**src/rtl/split16_arbiter.sv**
```systemverilog
// Round-robin share of one 16->8 splitter between two requesters; each
// accepted word is replayed onto the 8-bit bus as two bytes.
module split16_arbiter #(
   parameter int LOW_FIRST = 1
) (
   input  logic        clk,
   input  logic        rst,
   input  logic        req0_valid,
   input  logic [15:0] req0_data,
   output logic        req0_ready,
   input  logic        req1_valid,
   input  logic [15:0] req1_data,
   output logic        req1_ready,
   output logic        out_valid,
   output logic [7:0]  out_data,
   output logic        out_last,
   output logic        out_src,
   input  logic        out_ready,
   output logic        busy
);

   typedef enum logic [1:0] {IDLE, BYTE0, BYTE1} state_t;

   state_t      state, state_nxt;
   logic [15:0] word_reg;
   logic        src_reg;
   logic        last_grant;
   logic        grant;
   logic        accept;
   logic [7:0]  first_byte, second_byte;

   // Contention goes to whoever did not win last; a lone requester always wins.
   always_comb begin
      grant = 1'b0;
      if (req0_valid && req1_valid) grant = ~last_grant;
      else if (req1_valid)          grant = 1'b1;
   end

   assign accept     = (state == IDLE) && (req0_valid || req1_valid);
   assign req0_ready = (state == IDLE) && req0_valid && !grant;
   assign req1_ready = (state == IDLE) && req1_valid &&  grant;

   assign first_byte  = (LOW_FIRST != 0) ? word_reg[7:0]  : word_reg[15:8];
   assign second_byte = (LOW_FIRST != 0) ? word_reg[15:8] : word_reg[7:0];

   always_comb begin
      state_nxt = state;
      out_valid = 1'b0;
      out_data  = 8'h00;
      out_last  = 1'b0;
      out_src   = 1'b0;
      busy      = 1'b0;
      case (state)
         IDLE: begin
            if (accept) state_nxt = BYTE0;
         end
         BYTE0: begin
            out_valid = 1'b1;
            out_data  = first_byte;
            out_src   = src_reg;
            busy      = 1'b1;
            if (out_ready) state_nxt = BYTE1;
         end
         BYTE1: begin
            out_valid = 1'b1;
            out_data  = second_byte;
            out_last  = 1'b1;
            out_src   = src_reg;
            busy      = 1'b1;
            if (out_ready) state_nxt = IDLE;
         end
         default: state_nxt = IDLE;
      endcase
   end

   // last_grant resets to 1 so requester 0 takes the first contention.
   always_ff @(posedge clk) begin
      if (rst) begin
         state      <= IDLE;
         word_reg   <= 16'h0000;
         src_reg    <= 1'b0;
         last_grant <= 1'b1;
      end else begin
         state <= state_nxt;
         if (accept) begin
            word_reg   <= grant ? req1_data : req0_data;
            src_reg    <= grant;
            last_grant <= grant;
         end
      end
   end

endmodule

```
**config.mk**
```make
export PLATFORM = sky130hd
export DESIGN_NAME = split16_arbiter
export DESIGN_NICKNAME = d
export VERILOG_FILES = /design/src/rtl/split16_arbiter.sv
export SDC_FILE = /design/constraint.sdc
export NUM_CORES = 1
export LEC_CHECK = 0
export CAP_MARGIN = 10
export CELL_PAD_IN_SITES_DETAIL_PLACEMENT = 0
export CELL_PAD_IN_SITES_GLOBAL_PLACEMENT = 2
export CORE_ASPECT_RATIO = 1.1
export CORE_UTILIZATION = 25
export DETAILED_ROUTE_END_ITERATION = 10
export GPL_TIMING_DRIVEN = 0
export HOLD_SLACK_MARGIN = 0.08
export PLACE_DENSITY_LB_ADDON = 0.08
export SYNTH_ARGS = -nofsm -noshare
export SYNTH_HDL_FRONTEND = slang
export SYNTH_SLANG_ARGS = --single-unit
```
**constraint.sdc**
```tcl
create_clock -name clk -period 3.3 [get_ports clk]
set_input_delay 0.825 -clock clk [delete_from_list [all_inputs] [get_ports clk]]
set_output_delay 0.825 -clock clk [all_outputs]
set_load 0.01 [all_outputs]
```
==> results.sh <==
export IMPL_start_kind="primary input"
export IMPL_post_route_drc_count=0
export IMPL_syn_area_mm2=0.00118
export IMPL_holdCritPathClass="reg2reg"
export IMPL_core_area_mm2=0.00441
export IMPL_synth_seq_cells=20
export IMPL_cp_startpoint="req1_valid"
export IMPL_clockRootBuffer="clkbuf_8"
export IMPL_hold_viol=0
export IMPL_cp_arrival_ns=2.36
export IMPL_cts_made_buffers=3
export IMPL_drtIter0Drc=36
export IMPL_use_met1_pct=21.3
export IMPL_tns_ns=0
export IMPL_yosysSeqAreaShare_pct=33.8
export IMPL_grt_pass1_vias=1130
export IMPL_synth_cell_types=25
export IMPL_num_antenna_cells=0
export IMPL_avgSynthCellArea_um2=8.39
export IMPL_h_tree_depth=1
export IMPL_min_from="src_reg"
export IMPL_yosysTopAreaCellShare_pct=33.8
export IMPL_ant_nets=0
export IMPL_crit_chain="dlygate4sd2_1, a21bo_2, buf_2, buf_6, and3_1, clkdlybuf4s50_1"
export IMPL_timing_worst_setup_path_type="in2out"
export IMPL_fin_crit_sh_pct=96.6
export IMPL_synth_warnings=0
export IMPL_vias_per_cell=4.72
export IMPL_clk_latency_ns=0.26
export IMPL_grtUsageTotal_pct=15.2
export IMPL_drive_above_1_share_pct=14.4
export IMPL_io_buffer_count=49
export IMPL_clock_sinks=20
export IMPL_syn2layout_area_growth_pct=52.6
export IMPL_synth_ff_type="dfxtp_1"
export IMPL_worst_clock_skew_ns=0.00374
export IMPL_drtPass1Iterations=4
export IMPL_gp_congestion=0.715
export IMPL_tightestPinTransition_ns=0.485
export IMPL_mostFrequentLayoutCell="clkdlybuf4s50_1"
export IMPL_yosys_area_top_type="dfxtp_1"
export IMPL_synth_enable_flop_cells=0
export IMPL_grt_use_met2_pct=23.5
export IMPL_peakVddDrop_mv=0.225
export IMPL_place_inst=244
export IMPL_busiest_layer="met2"
export IMPL_hold_ws_ns=0.505
export IMPL_postSynth_asyncResetShare_pct=0
export IMPL_fp_dieW_um=67.6
export IMPL_layout_common_cells="clkdlybuf4s50_1, dfxtp_1, nor2_1"
export IMPL_antenna_found_initial=0
export IMPL_stdcell_count=249
export IMPL_wl_per_cell_um=14.2
export IMPL_crit_path_top_delay_cell="clkdlybuf4s50_1"
export IMPL_fillers=451
export IMPL_initial_core_util_pct=26.8
export IMPL_rsz0062_at_grt="no"
export IMPL_vias=1175
export IMPL_clk_pin_slew_ns=0.08
export IMPL_die_height_um=74.2
export IMPL_layout_nets=239
export IMPL_synthesis_nets=184
export IMPL_final_max_slew_viol_count=0
export IMPL_p_leak_nw=0.695
export IMPL_grt_pass1_wl_mm=5.67
export IMPL_setup_violations=0
export IMPL_hpwl_mm=2.62
export IMPL_pwr_density_cell_mw_per_mm2=707
export IMPL_io_pins=51
export IMPL_met3_usage_pct=3.53
export IMPL_cp_max_fo=10
export IMPL_largest_reg_flops=16
export IMPL_tritoncts="yes"
export IMPL_slew_headroom_pct=67.7
export IMPL_grt_ovfl_total=0
export IMPL_synthCells=141
export IMPL_grt_max_degree=12
export IMPL_cts_buffer_depth=2
export IMPL_design_die_area_mm2=0.00501
export IMPL_end_kind="primary output"
export IMPL_required_ns=2.47
export IMPL_r2r_start="state[1]"
export IMPL_rows=25
export IMPL_fmax_mhz=314
export IMPL_min_period_ns=3.19
export IMPL_status="finished, final reports clean"
export IMPL_max_stage_delay_ns=0.53
export IMPL_totalWireLength_mm=3.53
export IMPL_synth_area_top_cells="dfxtp_1, a211oi_2, a21oi_1, ha_1, nor2_1"
export IMPL_cap_violations=0
==> metrics by stage <==
stage	power, mW	area, um^2	utilization [%]	setup WS, ns
final	1.28	1810	41.0	0.113
after global routing	1.39	1810	41.0	0.0312
after CTS	1.30	1810	41.0	0.0870
after detailed placement	1.10	1740	39.5	-0.184
after global placement	1.09	1740	39.5	-0.190
after floorplan	0.835	1180	-	0.788
==> metal layers <==
| layer | part of all wire (%) | vias up |
|---|---|---|
| li1 | - | 596 |
| met1 | 50 | 542 |
| met2 | 44 | 35 |
| met3 | 5.0 | 2 |
| met4 | 0.68 | 0 |
| met5 | 0 | - |
==> worst paths after layout <==
kind	cells past startpoint	end	slack [ns]
max reg2reg	7	word_reg[2]	1.60
max	6	req0_ready	0.11
min reg2reg	2	src_reg	0.51
min	2	src_reg	0.51
==> worst max-delay path: cells and delay by family <==
family	cells	cell delay, ns
AO/OA/AOI/OAI	1	0.20
buffers and inverters	4	1.18
AND/OR/NAND/NOR	1	0.16
==> area by class of cell <==
cell class / count / area [um^2] / area share [%]
plain buffers: 12 / 73.8 / 4.09
clock buffers: 4 / 55.1 / 3.05
inverters: 2 / 7.51 / 0.416
multi-input cells: 107 / 706 / 39.1
flip-flops and latches: 20 / 400 / 22.2
well taps: 54 / 67.6 / 3.74
repair buffers: 50 / 497 / 27.5
==> timing repair <==
item                       in CTS  in global routing
buffers inserted                1                  0
hold buffers                    0                  0
setup endpoints to repair       2                  0
hold endpoints to repair        0                  0
resized for setup               2                  0
==> cells in the mapped netlist, types with 2 or more instances <==
master,count
a21oi_1,17
nor2_1,19
nor2b_1,8
dfxtp_1,20
and2_1,2
buf_4,3
nand2b_1,4
nand2_1,16
buf_2,5
mux2i_1,2
a211oi_2,9
ha_1,6
a22oi_1,9
a211oi_1,7
clkbuf_1,3
inv_1,2
==> power breakdown <==
group / internal (mW) / switching (mW) / leakage, nW / total, mW
logic: 0.338 / 0.366 / 0.500 / 0.704
registers: 0.325 / 0.0557 / 0.166 / 0.381
clock network: 0.106 / 0.0867 / 0.0288 / 0.193
==> logic make-up (layout without fill, tap and decap cells) <==
family	Yosys count	in the layout	share of synthesized area, %
compound gates	48	48	32.0
fa+ha+maj	6	6	6.34
buf+inv	14	68	6.55
flops	20	20	33.8
mux	2	2	1.69
simple gates	51	51	19.6
No activity file was read; power rests on OpenSTA's default activity.
